===== src/rtl/cpu_trace_buffer.sv =====
// cpu_trace_buffer
//
// Commit-trace capture for the multicycle CPU. Retired instructions are
// written as records into an on-chip ring buffer. After capture ends, the
// records drain oldest-first as a stream of 32-bit words over a
// valid/ready handshake.
//
// Optional feature macro: TRACE_REGWRITE_EN
//   defined     : 4-word records {pc, inst, {rf_we,26'b0,rf_waddr}, rf_wdata}
//   not defined : 2-word records {pc, inst}; the rf_* inputs are ignored
//
// Ports
//   clk_in        clock, all logic on the rising edge
//   reset         synchronous active-high reset
//   arm           start a new capture (IDLE/DONE only)
//   stop          end the capture (CAPTURE only)
//   commit_*      retiring instruction tap (valid, pc, inst)
//   rf_*          register-file write that accompanies the commit
//   rd_ready      consumer accepts rd_data
//   rd_valid      rd_data holds a valid word
//   rd_data       drained word
//   rd_last       final word of the final record
//   state         0 IDLE, 1 CAPTURE, 2 DRAIN, 3 DONE
//   count         records currently stored
//   overflow      at least one commit was dropped or overwritten
//   commits       accepted commits since arm, saturating
module cpu_trace_buffer #(
    parameter int DEPTH       = 64,
    parameter int ADDR_W      = 6,
    parameter int MAX_COMMITS = 1000,
    parameter int WRAP        = 0
) (
    input  logic              clk_in,
    input  logic              reset,
    input  logic              arm,
    input  logic              stop,
    input  logic              commit_valid,
    input  logic [31:0]       commit_pc,
    input  logic [31:0]       commit_inst,
    input  logic              rf_we,
    input  logic [4:0]        rf_waddr,
    input  logic [31:0]       rf_wdata,
    input  logic              rd_ready,
    output logic              rd_valid,
    output logic [31:0]       rd_data,
    output logic              rd_last,
    output logic [1:0]        state,
    output logic [ADDR_W:0]   count,
    output logic              overflow,
    output logic [31:0]       commits
);

    typedef enum logic [1:0] {
        ST_IDLE    = 2'd0,
        ST_CAPTURE = 2'd1,
        ST_DRAIN   = 2'd2,
        ST_DONE    = 2'd3
    } state_t;

`ifdef TRACE_REGWRITE_EN
    localparam int WPR   = 4;
    localparam int REC_W = 102;
`else
    localparam int WPR   = 2;
    localparam int REC_W = 64;
`endif

    localparam logic [1:0]        LAST_WORD = 2'(WPR - 1);
    localparam logic [ADDR_W:0]   CNT_ZERO  = '0;
    localparam logic [ADDR_W:0]   CNT_ONE   = (ADDR_W + 1)'(1);
    localparam logic [ADDR_W-1:0] PTR_ONE   = ADDR_W'(1);

    // Record layout: pc [31:0], inst [63:32], waddr [68:64], we [69],
    // wdata [101:70] (the last three only with register-write capture).
    logic [REC_W-1:0] mem [DEPTH];
    logic [REC_W-1:0] ram_q;
    logic [REC_W-1:0] wr_rec;
    logic             wr_en;
    logic [ADDR_W-1:0] rd_addr;

    state_t            state_q, state_d;
    logic [ADDR_W-1:0] wr_ptr_q, wr_ptr_d;
    logic [ADDR_W-1:0] rd_ptr_q, rd_ptr_d;
    logic [ADDR_W:0]   count_q, count_d;
    logic [31:0]       commits_q, commits_d;
    logic              overflow_q, overflow_d;
    logic [1:0]        word_idx_q, word_idx_d;
    logic              rd_valid_q, rd_valid_d;

    logic        fire;
    logic        rec_done;
    logic        full;
    logic [31:0] commits_inc;

`ifdef TRACE_REGWRITE_EN
    always_comb begin
        wr_rec = {rf_wdata, rf_we, rf_waddr, commit_inst, commit_pc};
    end
`else
    logic unused_rf;
    assign unused_rf = ^{rf_we, rf_waddr, rf_wdata};

    always_comb begin
        wr_rec = {commit_inst, commit_pc};
    end
`endif

    // Buffer: one write port in CAPTURE, registered read for DRAIN.
    always_ff @(posedge clk_in) begin
        if (wr_en) begin
            mem[wr_ptr_q] <= wr_rec;
        end
        ram_q <= mem[rd_addr];
    end

    always_ff @(posedge clk_in) begin
        if (reset) begin
            state_q    <= ST_IDLE;
            wr_ptr_q   <= '0;
            rd_ptr_q   <= '0;
            count_q    <= '0;
            commits_q  <= '0;
            overflow_q <= 1'b0;
            word_idx_q <= '0;
            rd_valid_q <= 1'b0;
        end else begin
            state_q    <= state_d;
            wr_ptr_q   <= wr_ptr_d;
            rd_ptr_q   <= rd_ptr_d;
            count_q    <= count_d;
            commits_q  <= commits_d;
            overflow_q <= overflow_d;
            word_idx_q <= word_idx_d;
            rd_valid_q <= rd_valid_d;
        end
    end

    always_comb begin
        state_d     = state_q;
        wr_ptr_d    = wr_ptr_q;
        rd_ptr_d    = rd_ptr_q;
        count_d     = count_q;
        commits_d   = commits_q;
        overflow_d  = overflow_q;
        word_idx_d  = word_idx_q;
        rd_valid_d  = rd_valid_q;
        wr_en       = 1'b0;

        fire        = rd_valid_q && rd_ready;
        rec_done    = fire && (word_idx_q == LAST_WORD);
        full        = count_q[ADDR_W];
        commits_inc = (commits_q == 32'hFFFF_FFFF) ? commits_q : commits_q + 32'd1;

        // Prefetch: as the last word of a record leaves, the RAM is already
        // addressed at the next record so its data lands with no bubble.
        rd_addr     = rec_done ? rd_ptr_q + PTR_ONE : rd_ptr_q;

        case (state_q)
            ST_IDLE, ST_DONE: begin
                if (arm) begin
                    state_d    = ST_CAPTURE;
                    wr_ptr_d   = '0;
                    rd_ptr_d   = '0;
                    count_d    = '0;
                    commits_d  = '0;
                    overflow_d = 1'b0;
                    word_idx_d = '0;
                    rd_valid_d = 1'b0;
                end
            end

            ST_CAPTURE: begin
                word_idx_d = '0;
                if (commit_valid) begin
                    if (!full) begin
                        wr_en     = 1'b1;
                        wr_ptr_d  = wr_ptr_q + PTR_ONE;
                        count_d   = count_q + CNT_ONE;
                        commits_d = commits_inc;
                    end else if (WRAP != 0) begin
                        // Oldest record is overwritten, so the read side moves too.
                        wr_en      = 1'b1;
                        wr_ptr_d   = wr_ptr_q + PTR_ONE;
                        rd_ptr_d   = rd_ptr_q + PTR_ONE;
                        overflow_d = 1'b1;
                        commits_d  = commits_inc;
                    end else begin
                        overflow_d = 1'b1;
                        state_d    = ST_DRAIN;
                    end
                end
                if (stop || ((MAX_COMMITS != 0) && (commits_d >= 32'(MAX_COMMITS)))) begin
                    state_d = ST_DRAIN;
                end
            end

            ST_DRAIN: begin
                if (count_q == CNT_ZERO) begin
                    state_d = ST_DONE;
                end else begin
                    // First DRAIN cycle only primes the RAM read.
                    rd_valid_d = 1'b1;
                    if (fire) begin
                        if (rec_done) begin
                            word_idx_d = '0;
                            rd_ptr_d   = rd_ptr_q + PTR_ONE;
                            count_d    = count_q - CNT_ONE;
                            if (count_q == CNT_ONE) begin
                                state_d    = ST_DONE;
                                rd_valid_d = 1'b0;
                            end
                        end else begin
                            word_idx_d = word_idx_q + 2'd1;
                        end
                    end
                end
            end

            default: state_d = ST_IDLE;
        endcase
    end

    always_comb begin
        rd_data = 32'd0;
        case (word_idx_q)
            2'd0: rd_data = ram_q[31:0];
            2'd1: rd_data = ram_q[63:32];
`ifdef TRACE_REGWRITE_EN
            2'd2: rd_data = {ram_q[69], 26'd0, ram_q[68:64]};
            2'd3: rd_data = ram_q[101:70];
`endif
            default: rd_data = 32'd0;
        endcase
    end

    assign rd_valid = rd_valid_q;
    assign rd_last  = rd_valid_q && (word_idx_q == LAST_WORD) && (count_q == CNT_ONE);
    assign state    = state_q;
    assign count    = count_q;
    assign overflow = overflow_q;
    assign commits  = commits_q;

endmodule


===== config.mk =====
export PLATFORM = sky130hd
export DESIGN_NAME = cpu_trace_buffer
export DESIGN_NICKNAME = d
export VERILOG_FILES = /design/src/rtl/cpu_trace_buffer.sv
export SDC_FILE = /design/constraint.sdc
export NUM_CORES = 2
export LEC_CHECK = 0
export BUFFER_PORTS_ARGS = -buffer_cell sky130_fd_sc_hd__buf_2
export CAP_MARGIN = 40
export CORE_ASPECT_RATIO = 1.75
export CORE_MARGIN = 1.5
export CORE_UTILIZATION = 45
export CTS_CLUSTER_DIAMETER = 150
export DETAILED_ROUTE_END_ITERATION = 10
export GPL_ROUTABILITY_DRIVEN = 0
export MAX_ROUTING_LAYER = met4
export RECOVER_POWER = 100
export SLEW_MARGIN = 25
export SYNTH_ARGS = -nofsm -noshare
export SYNTH_HDL_FRONTEND = slang
export SYNTH_SLANG_ARGS = --single-unit
export TNS_END_PERCENT = 20

===== constraint.sdc =====
create_clock -name clk_in -period 7.7 [get_ports clk_in]
set_clock_uncertainty 0.2 [all_clocks]
set_input_delay 0 -clock clk_in [delete_from_list [all_inputs] [get_ports clk_in]]
set_output_delay 0 -clock clk_in [all_outputs]
set_load 0.1 [all_outputs]

==> metrics.cfg <==
[grt]
grt_overflow = 0
grtUsageTotal_pct = 26.00
antenna_found_initial = 15
grt_pass1_vias = 77050
grt_max_degree = 118
grt_pass1_wl_mm = 623.4

[worst_setup_path]
ff2ff_setup_slack_ns = 0.91
crit_arrival_ns = 7.05
timing.rr.end = mem[39][11]
cp-start-kind = flip-flop
critPathCaptureType = flip-flop
cp.required_ns = 7.95
r2r_start = count[6]
critPathKind = flip-flop to flip-flop
r2r_cells = 5
path_max_fanout = 53

[routing]
num_vias = 76450
postRouteAntennaNets = 0
via_per_inst = 6.314
drt_wl_total_mm = 455.9
routedWlPerCell_um = 37.65
first_pass_iters = 6
drc_errors = 0
drtIter0Drc = 9182

[sta]
setup_tns_ns = 0
rsz0062_at_grt = false
setup_violations = 0
period_share_pct = 88.23
whs_ns = 0.09322
timing.slew.headroom_pct = -238.5
fin_crit_ns = 6.794
worst_pin_slew_ns = 5.078
max_clock_freq_ghz = 0.1472
hold_violations = 0
drv_slew = 6089

[floorplanning]
die_width_um = 454.5
rows = 290
die_h_um = 793.1
initial_core_util_pct = 45.15
die_area_mm2 = 0.3605
pin_count = 184
core_area_mm2 = 0.3556

[power_and_ir_drop]
ir_worst_vdd_uv = 194.7
power.share.switching_pct = 21.83
power_frac_seq_pct = 55.8
p_leak_nw = 55.49
cellPowerDensity_mw_per_mm2 = 251.9
p_switching_mw = 9.965
power_frac_comb_pct = 4.2
p_int_mw = 35.68
clkPwrFrac_pct = 40.0

[yosys]
synthArstFlopShare_pct = 0
synth_edf_count = 4096
synth_ff_type = edfxtp_1
synth_area_mm2 = 0.1605
syn_nets = 6623
ys_warn_count = 0
avgSynthCellArea_um2 = 24.68
yosysSeqAreaShare_pct = 78.12
syn_inst = 6505
synth_cell_types = 63
synth-seq-cells = 4217

[worst_hold_path]
hold_class = input pin to flip-flop
hold_start = rd_ready
hold_path_end = rd_ptr_q[3]
min_path_cells = 7

[status]
violations = max-capacitance violations, max-slew violations
status = complete, but fails checks

[cts]
clk_pin_slew_ns = 0.07
htree_num_levels = 5
insertion_delay_ns = 0.96
clockBufferDepth = 4
cts_root_buffer = clkbuf_16
tritoncts = done
cts_buffers = 361
cts_sinks = 4217

[layout]
drive_above_1_share_pct = 27.35
fillers = 27540
area_delta_synth_final_pct = 12.86
final_common_cell = edfxtp_1
fin_cells = 12110
layout.nets = 7253
most-common-layout-cells = edfxtp_1, mux4_2, clkbuf_1

[run]
drv_cap = 191

[placement]
dp.cells = 11240
dp_hpwl_mm = 246.4
io_buffers = 145

## metrics by stage
| step | utilization (%) | instance area [µm²] | worst slack [ns] | power, mW |
|---|---|---|---|---|
| floorplan | - | 160500 | 2.235 | 26.92 |
| detailed placement | 47.84 | 170100 | 2.982 | 27.84 |
| global placement | 47.41 | 168600 | 2.660 | 27.73 |
| finish | 50.95 | 181200 | 0.9060 | 45.65 |
| global route | 50.95 | 181200 | 1.080 | 46.73 |
| CTS | 51.43 | 182900 | 2.581 | 45.93 |
## synthesized netlist by cell type (22+ instances only)
cell      number  area share (%)
clkbuf_1     212            0.50
mux4_2      1344              19
o21ai_0       31           0.097
dfxtp_1      121             1.5
mux2i_1       36            0.22
nand2_1       48            0.11
edfxtp_1    4096              77
buf_2         65            0.20
buf_1         74            0.17
a21oi_1       39            0.12
nor3_1        22           0.069
nand4_1       23           0.090
nor2_1       176            0.41
## power by group through the flow
| stage | logic (mW) | clock network, mW | registers, mW |
|---|---|---|---|
| floorplan | 1.01 | 0 | 25.9 |
| global placement | 1.78 | 0 | 26.0 |
| detailed placement | 1.90 | 0 | 25.9 |
| CTS | 1.96 | 18.5 | 25.4 |
| global route | 2.02 | 19.3 | 25.4 |
| finish | 1.92 | 18.3 | 25.5 |
## area by class of cell
type | instances | area, µm² | share of cell area [%]
Clock inverter | 217 | 2039 | 1.126
Clock buffer | 436 | 9513 | 5.251
Antenna cell | 11 | 27.53 | 0.01519
Multi-Input combinational cell | 1923 | 33860 | 18.69
Tap cell | 4672 | 5846 | 3.226
Timing Repair Buffer | 621 | 4427 | 2.443
Inverter | 11 | 41.29 | 0.02279
Sequential cell | 4217 | 125400 | 69.23
## state kept, by name (all words and copies together), names as in the netlist
signal and count:
ram_q 64, count 7, mem 4096, overflow 1
wr_ptr_q 6, state 2, rd_valid 1, rd_ptr_q 6
word_idx_q 2, commits 32
## critical path, cell delays in order, from the launching register on
cell and delay, ns:
dfxtp_1 0.47, nor2b_1 0.48, and3_1 0.36, nand3_1 0.33
nor2_1 1.82, clkbuf_2 2.53
## what timing repair did
action,4_1_cts,5_1_grt
hold endpoints to repair,4153,476
setup buffers,0,0
resized for setup,0,0
hold buffers,121,32
## per-layer routing
layer  up-vias  share of wire (%)  GRT usage (%)
met4         0                4.8          9.791
met2      3601                 53          44.87
met5         -                  0              -
met3       932                7.1          3.511
met1     42390                 35          31.09
li1      29530                  -              -
## worst max path at each step
stage           startpoint          end  slack (ns)  cells past startpoint
2_1_floorplan     state[0]   mem[29][0]        2.24                      5
3_3_place_gp      state[1]  mem[45][38]        2.66                      7
3_5_place_dp      rd_valid    ram_q[32]        2.98                      7
4_1_cts        commits[11]     state[1]        2.58                     10
5_1_grt           count[6]  mem[39][11]        1.08                      5
6_report          count[6]  mem[39][11]        0.91                      5
## cells by family after synthesis
family | synth area share [%]
flops | 78.12
xor+xnor | 0.1302
buf+inv | 0.9111
fa+ha+maj | 0.07794
simple gates | 1.003
compound gates | 0.6539
mux | 19.10
No activity file was read; power rests on OpenSTA's default activity.
